$ cat config.mk
export PLATFORM = sky130hd
export DESIGN_NAME = prog_loader
export DESIGN_NICKNAME = d
export VERILOG_FILES = /design/src/rtl/prog_loader.sv
export SDC_FILE = /design/constraint.sdc
export NUM_CORES = 1
export LEC_CHECK = 0
export ABC_CLOCK_PERIOD_IN_PS = 3200
export CORE_UTILIZATION = 40
export DETAILED_ROUTE_END_ITERATION = 8
export PLACE_DENSITY_LB_ADDON = 0.3
export SLEW_MARGIN = 25
export SYNTH_ARGS = -nofsm -noshare
export SYNTH_HDL_FRONTEND = slang
export SYNTH_SLANG_ARGS = --single-unit
$ cat constraint.sdc
create_clock -name clk -period 3.2 [get_ports clk]
set_input_delay 0.64 -clock clk [delete_from_list [all_inputs] [get_ports clk]]
set_output_delay 0.64 -clock clk [all_outputs]
set_load 0.02 [all_outputs]
$ cat src/rtl/prog_loader.sv
// Program loader and run supervisor for the 9-bit CPU: streams host words into
// imem with the CPU held in reset, then runs it until done or timeout.
module prog_loader #(
  parameter int unsigned IW   = 9,
  parameter int unsigned AW   = 9,
  parameter int unsigned MAXW = 512,
  parameter logic [15:0] TMO  = 16'hFFFF
) (
  input  logic          clk,
  input  logic          reset,
  input  logic          start,
  input  logic [AW:0]   len,
  input  logic          s_valid,
  input  logic [IW-1:0] s_data,
  output logic          s_ready,
  output logic          im_we,
  output logic [AW-1:0] im_addr,
  output logic [IW-1:0] im_wdata,
  output logic          cpu_reset,
  input  logic          cpu_done,
  output logic          busy,
  output logic          run_done,
  output logic          err,
  output logic [15:0]   cycles
);

  localparam int unsigned LW = AW + 1;
  localparam int unsigned CW = 16;

  typedef enum logic [2:0] {
    S_IDLE,
    S_LOAD,
    S_DRAIN,
    S_RUN,
    S_HALT
  } state_e;

  state_e          state_q, state_d;
  logic [LW-1:0]   len_q, len_d;
  logic [LW-1:0]   count_q, count_d;
  logic            s_ready_q, s_ready_d;
  logic            im_we_q, im_we_d;
  logic [AW-1:0]   im_addr_q, im_addr_d;
  logic [IW-1:0]   im_wdata_q, im_wdata_d;
  logic            cpu_reset_q, cpu_reset_d;
  logic            busy_q, busy_d;
  logic            run_done_q, run_done_d;
  logic            err_q, err_d;
  logic [CW-1:0]   cycles_q, cycles_d;

  logic            len_ok;
  logic            accept;
  logic            last_word;

  assign len_ok    = (len != '0) && (len <= LW'(MAXW));
  assign accept    = s_valid && s_ready_q;
  assign last_word = (count_q == (len_q - LW'(1)));

  // Next-state, datapath and registered output decode
  always_comb begin
    state_d    = state_q;
    len_d      = len_q;
    count_d    = count_q;
    im_we_d    = 1'b0;
    im_addr_d  = im_addr_q;
    im_wdata_d = im_wdata_q;
    run_done_d = run_done_q;
    err_d      = err_q;
    cycles_d   = cycles_q;

    unique case (state_q)
      S_IDLE, S_HALT: begin
        if (start) begin
          if (len_ok) begin
            len_d      = len;
            count_d    = '0;
            run_done_d = 1'b0;
            err_d      = 1'b0;
            cycles_d   = '0;
            state_d    = S_LOAD;
          end else begin
            err_d = 1'b1;
          end
        end
      end
      S_LOAD: begin
        if (accept) begin
          im_we_d    = 1'b1;
          im_addr_d  = count_q[AW-1:0];
          im_wdata_d = s_data;
          count_d    = count_q + LW'(1);
          if (last_word) begin
            state_d = S_DRAIN;
          end
        end
      end
      S_DRAIN: begin
        state_d = S_RUN;
      end
      S_RUN: begin
        // done takes priority over a coincident timeout
        if (cpu_done) begin
          run_done_d = 1'b1;
          err_d      = 1'b0;
          state_d    = S_HALT;
        end else if (cycles_q == TMO) begin
          run_done_d = 1'b0;
          err_d      = 1'b1;
          state_d    = S_HALT;
        end else begin
          cycles_d = cycles_q + CW'(1);
        end
      end
      default: begin
        state_d = S_IDLE;
      end
    endcase

    s_ready_d   = (state_d == S_LOAD);
    cpu_reset_d = (state_d != S_RUN);
    busy_d      = (state_d == S_LOAD) || (state_d == S_DRAIN) || (state_d == S_RUN);
  end

  always_ff @(posedge clk or negedge reset) begin
    if (!reset) begin
      state_q     <= S_IDLE;
      len_q       <= '0;
      count_q     <= '0;
      s_ready_q   <= 1'b0;
      im_we_q     <= 1'b0;
      im_addr_q   <= '0;
      im_wdata_q  <= '0;
      cpu_reset_q <= 1'b1;
      busy_q      <= 1'b0;
      run_done_q  <= 1'b0;
      err_q       <= 1'b0;
      cycles_q    <= '0;
    end else begin
      state_q     <= state_d;
      len_q       <= len_d;
      count_q     <= count_d;
      s_ready_q   <= s_ready_d;
      im_we_q     <= im_we_d;
      im_addr_q   <= im_addr_d;
      im_wdata_q  <= im_wdata_d;
      cpu_reset_q <= cpu_reset_d;
      busy_q      <= busy_d;
      run_done_q  <= run_done_d;
      err_q       <= err_d;
      cycles_q    <= cycles_d;
    end
  end

  assign s_ready   = s_ready_q;
  assign im_we     = im_we_q;
  assign im_addr   = im_addr_q;
  assign im_wdata  = im_wdata_q;
  assign cpu_reset = cpu_reset_q;
  assign busy      = busy_q;
  assign run_done  = run_done_q;
  assign err       = err_q;
  assign cycles    = cycles_q;

endmodule

==> impl_metrics.toml, run 1 <==
[worst_hold_path]
hold_path_class = "in2async"

[cts]
cts_num_sinks = 63
h-tree-depth = 3
clk-insertion-delay-late_ps = 340
root_buffer = "clkbuf_8"
cts_buffer_depth = 2
ctsHoldBuffers = 0
clkTransAtPathRegs_ps = 70
postCtsSetupRepairBufs = 0
cts_made_buffers = 9
cts_tree = "built"
cts_resized = 0

[synth]
syn_area_um2 = 3070
synth-compound-area-share = 0.0652
synth_cell_types = 46
synth_xor_area_frac = 0.0884
synth_warnings = 0
synth_seq_cells = 63
synthSimpleGateAreaFrac = 0.262
synth-edff-count = 0
synthAdderAreaFrac = 0.0122
async_reset_ff_frac = 1.00
seq_area_frac_synth = 0.514
avgSynthCellArea_um2 = 9.54
synth_top_family_by_area = "simple AND/OR/NAND/NOR gates"
synthMuxAreaShare = 0.0326
syn_nets = 349
syn_inst = 322
synthFlopType = "dfrtp_1"

[layout]
ff_latch_area_um2 = 1580
nets = 415
utilization = 0.544
most-common-layout-cells = "81 x nand2_1, 62 x dfrtp_1, 62 x clkdlybuf4s50_1"
syn_to_final_growth_pct = 29.8
fill_cells = 676
multi_input_area_um2 = 1410
mostFrequentLayoutCell = "nand2_1"
diodes = 0
layout-drive-gt1-share = 0.0916

[sta]
period_share = 0.785
fmaxAchievable_mhz = 398
slew_violations = 0
rsz0062_at_grt = "false"
relSlewSlack = 0.476
fin_tns_setup_ps = 0
skew_ps = 4.87
setup_violations = 0
worst_slew_pin_slew_ps = 786
fin_ws_ps = 689
period_needed_ps = 2510
finalHoldViolCount = 0

[worst_setup_path]
criticalPathCategory = "in2reg"
reg2reg_to = "state_q[0]"
slowest_delay_ps = 480
required_ps = 3460
crit_family = "simple AND/OR/NAND/NOR gates"
slowest_stage = "and3_1"
critPathArrivalTime_ps = 2770
r2r-start = "len_q[0]"
reg2regPathDepth = 8
critPathMaxFanout = 15
reg2reg_setup_slack_ps = 960
crit_path_end_kind = "flop"
worst-path-buf-inv = 2
critPathLaunchType = "input port"
path_cells = "clkdlybuf4s50_1, nor4_1, nand3_1, xor2_1, and3_1, buf_4, a21oi_1, o22ai_1"

[pwr]
power_frac_seq = 0.415
p_comb_frac = 0.374
switching_share = 0.370
power_frac_clock = 0.211
ir_drop_uv = 246
leakage_nw = 1.78
p_switching_mw = 1.10
p_int_mw = 1.87
powerDensity_nw_per_um2 = 746

[place]
place_congestion = 0.778
port_buffers = 63
dp_slack_ps = 366
hpwlAfterDp_um = 4720

[grt]
grt_pass1_wl_um = 11000
antenna_found_initial = 0
track_usage = 0.184
grt_pass1_vias = 2352
grt_max_degree = 36
overflow = 0

[detailed_routing]
wl_per_cell_um = 13.4
ant_nets = 0
drc_errors = 0
vias_per_cell = 5.09
drtPass1Iterations = 4
drt_wl_total_um = 6590
via_count = 2503
initialDrtViolationCount = 137

[floorplan]
core_area_um2 = 7330
start_util = 0.419
io_pins = 64
die_w_um = 89.6
die_area_um2 = 8030
die_y_um = 89.6
placementRows = 31

[job]
maxCapViolations = 0

[status]
outcome = "finished, final reports clean"
[state kept, by name (all words and copies together), names as in the netlist]
name       flops
cycles        16
count_q       10
len_q         10
im_addr        9
im_wdata       9
state_q        3
busy           1
cpu_reset      1
err            1
im_we          1
run_done       1
s_ready        1
[metal layers]
metal  routed length (um)  vias up  global-route usage
met5                    0        -                   0
met1                 2960     1221               0.228
met4                   65        0              0.0606
met2                 3230       50               0.302
li1                     -     1226                   -
met3                  331        6              0.0603
[cell families after synthesis]
kind of cell,after synthesis
xor gates and xnor gates,31
DFF,63
buffers and inverters,19
AOI/OAI and AO/OA,28
muxes,9
and+or+nand+nor,169
adders and majority gates,3
[worst max path at each step]
stage               slack, ps    from  depth (start not counted)          to
global placement          440  len[2]                          8  count_q[1]
CTS                       710  len[2]                          8  count_q[1]
detailed placement        370  len[2]                          8  count_q[1]
global route              550  len[2]                          8  count_q[1]
finish                    690  len[2]                          8  count_q[1]
floorplan                 870  len[2]                          8   cycles[2]
[power groups by stage]
| stage | clock, mW | sequential (mW) | combinational [mW] |
|---|---|---|---|
| detailed placement | 0 | 1.25 | 1.12 |
| floorplan | 0 | 1.32 | 0.624 |
| global placement | 0 | 1.25 | 1.11 |
| CTS | 0.653 | 1.24 | 1.13 |
| global route | 0.698 | 1.27 | 1.23 |
| finish | 0.628 | 1.23 | 1.11 |
[area by class of cell]
cell class | count | share of cell area
clock inverters | 5 | 0.00816
repair buffers | 68 | 0.166
flip-flops and latches | 63 | 0.396
inverters | 6 | 0.00565
clock buffers | 11 | 0.0380
multi-input cells | 240 | 0.355
well taps | 99 | 0.0311
[cell usage after synthesis (all sizes together), types with 2 or more instances]
library cell  count  area, um2
mux2              8       90.1
and3              8       50.1
a21oi             7       35.0
or3               5       36.3
and4              4       35.0
nor4              3       18.8
nor2b             3       18.8
o21ai             7       35.0
a32o              2       20.0
clkbuf           10       37.5
xor2             20        175
nor3              6       30.0
xnor2            11       96.3
o31ai             3       27.5
buf               3       18.8
nor2             24       90.1
and2              4       25.0
nand4            11       68.8
nand2            81        304
inv               6       22.5
nand3            12       60.1
ha                3       37.5
dfrtp            62       1550
[through the flow]
step                      power [mW]  cells  hold slack [ps]  area [um2]
after detailed placement        2.37    476              467        3800
after floorplan                 1.95    322              344        3070
after global routing            3.20    492              425        3990
after global placement          2.35    476              457        3800
final                           2.97    492              378        3990
after CTS                       3.02    492              395        3990
Power figures use the tool's default switching activity.
==> run 2: changes to the inputs <==
--- a/config.mk
+++ b/config.mk
@@ -5,7 +5,7 @@
 export SDC_FILE = /design/constraint.sdc
 export NUM_CORES = 1
 export LEC_CHECK = 0
-export ABC_CLOCK_PERIOD_IN_PS = 3200
+export ABC_CLOCK_PERIOD_IN_PS = 2050
 export CORE_UTILIZATION = 40
 export DETAILED_ROUTE_END_ITERATION = 8
 export PLACE_DENSITY_LB_ADDON = 0.3
==> constraint.sdc (replaced) <==
create_clock -name clk -period 2.05 [get_ports clk]
set_input_delay 0.41 -clock clk [delete_from_list [all_inputs] [get_ports clk]]
set_output_delay 0.41 -clock clk [all_outputs]
set_load 0.02 [all_outputs]
==> impl_metrics.toml, run 2 (synthesis results as in run 1) <==
[sta]
skew_ps = 8.58
period_needed_ps = 2020
fmaxAchievable_mhz = 494
relSlewSlack = 0.702
slew_violations = 0
fin_tns_setup_ps = 0
setup_violations = 0
worst_slew_pin_slew_ps = 447
rsz0062_at_grt = "true"
period_share = 0.987
finalHoldViolCount = 0

[grt]
track_usage = 0.193
grt_pass1_vias = 2536
overflow = 0
antenna_found_initial = 0
grt_max_degree = 47
grt_pass1_wl_um = 11600

[layout]
diodes = 0
mostFrequentLayoutCell = "nand2_1"
largest_reg_flops = 16
nets = 440
most-common-layout-cells = "81 x nand2_1, 62 x dfrtp_1, 62 x clkdlybuf4s50_1"
syn_to_final_growth_pct = 39.2
layout-drive-gt1-share = 0.156
final_cell_area_um2 = 4280

[worst_setup_path]
slowest_stage = "clkdlybuf4s50_1"
critPathMaxFanout = 13
reg2regPathDepth = 6
required_ps = 2260
critPathArrivalTime_ps = 2240
critPathLaunchType = "input port"
slowest_delay_ps = 450
crit_path_end_kind = "flop"
criticalPathCategory = "in2reg"
path_cells = "clkdlybuf4s50_1, nor4_2, nand3_1, xor2_2, and3_1, buf_12, mux2_2"

[pwr]
leakage_nw = 1.94
powerDensity_nw_per_um2 = 1190
ir_drop_uv = 489

[cts]
cts_buffer_depth = 2
clkTransAtPathRegs_ps = 70
cts_num_sinks = 63
cts_made_buffers = 9
h-tree-depth = 3
root_buffer = "clkbuf_8"
cts_tree = "built"
clk-insertion-delay-late_ps = 330

[floorplan]
placementRows = 31
die_y_um = 89.6
core_area_um2 = 7330
die_area_um2 = 8030
start_util = 0.419
io_pins = 64
die_w_um = 89.6

[detailed_routing]
drt_wl_total_um = 6980
initialDrtViolationCount = 78
via_count = 2607
ant_nets = 0
wl_per_cell_um = 13.5
drc_errors = 0
vias_per_cell = 5.04
drtPass1Iterations = 4

[status]
outcome = "finished, final reports clean"

[place]
place_congestion = 0.846
dpl_cell_area_um2 = 4000
hpwlAfterDp_um = 4990
port_buffers = 63

[worst_hold_path]
hold_path_class = "in2async"

[job]
maxCapViolations = 0
==> run 2: cell count changes in the layout (fill, tap and decap cells not counted), moves of 2 or more <==
cell | previous run | this run
buf_12 | 0 | 3
clkbuf_8 | 11 | 9
buf_4 | 5 | 27
bufinv_16 | 0 | 2
==> run 2: layout make-up <==
| cell class | count | area (um2) |
|---|---|---|
| Tap cell | 99 | 124 |
| Clock buffer | 10 | 128 |
| Multi-Input combinational cell | 240 | 1450 |
| Timing Repair Buffer | 93 | 888 |
| Fill cell | 663 | 3060 |
| Inverter | 6 | 22.5 |
| Sequential cell | 63 | 1580 |
| Clock inverter | 6 | 85.1 |
==> run 2: power by group <==
part / switching [mW] / leakage (nW) / internal [mW] / total, mW
sequential: 0.272 / 0.812 / 1.58 / 1.85
combinational: 1.05 / 1.02 / 1.02 / 2.06
clock: 0.474 / 0.102 / 0.680 / 1.15
total: 1.79 / 1.94 / 3.28 / 5.07
==> run 2: final timing paths <==
| path | start | end | slack, ps |
|---|---|---|---|
| setup / recovery | len[7] | len_q[6] | 30 |
| hold / removal | reset | cycles[3] | 20 |
| setup reg to reg | len_q[7] | state_q[0] | 30 |
| hold reg to reg | im_wdata[0] | im_wdata[0] | 480 |
| max in group asynchronous | reset | cycles[13] | 1440 |
| min in group clk | im_wdata[0] | im_wdata[0] | 480 |
==> run 2: what timing repair did <==
action                     in CTS  in global routing
hold buffers                    0                  0
setup buffers                   3                  0
resized for setup               0                  6
gates cloned                    0                  0
setup endpoints to repair       1                 13
pin swaps                       5                  6
==> run 2: critical path: cells and delay by family <==
kind / cells / cell delay (ps)
xor+xnor: 1 / 180
mux: 1 / 340
buf+inv: 2 / 600
simple gates: 3 / 710
==> run 2: through the flow <==
stage	power, mW	worst slack, ps	utilization	std cells	hold WS, ps
global placement	3.84	-286	0.546	498	369
finish	5.07	26.4	0.583	517	16.2
global route	5.43	-66.8	0.583	517	23.0
detailed placement	3.90	-325	0.546	498	376
floorplan	3.04	51.5	-	322	114
CTS	5.10	-6.71	0.578	517	5.87
==> run 2: per-layer routing <==
metal	wire, um	vias up	track usage
met5	0	-	0
met4	110	0	0.0678
met3	324	12	0.0548
met2	3430	61	0.315
met1	3120	1255	0.245
li1	-	1279	-
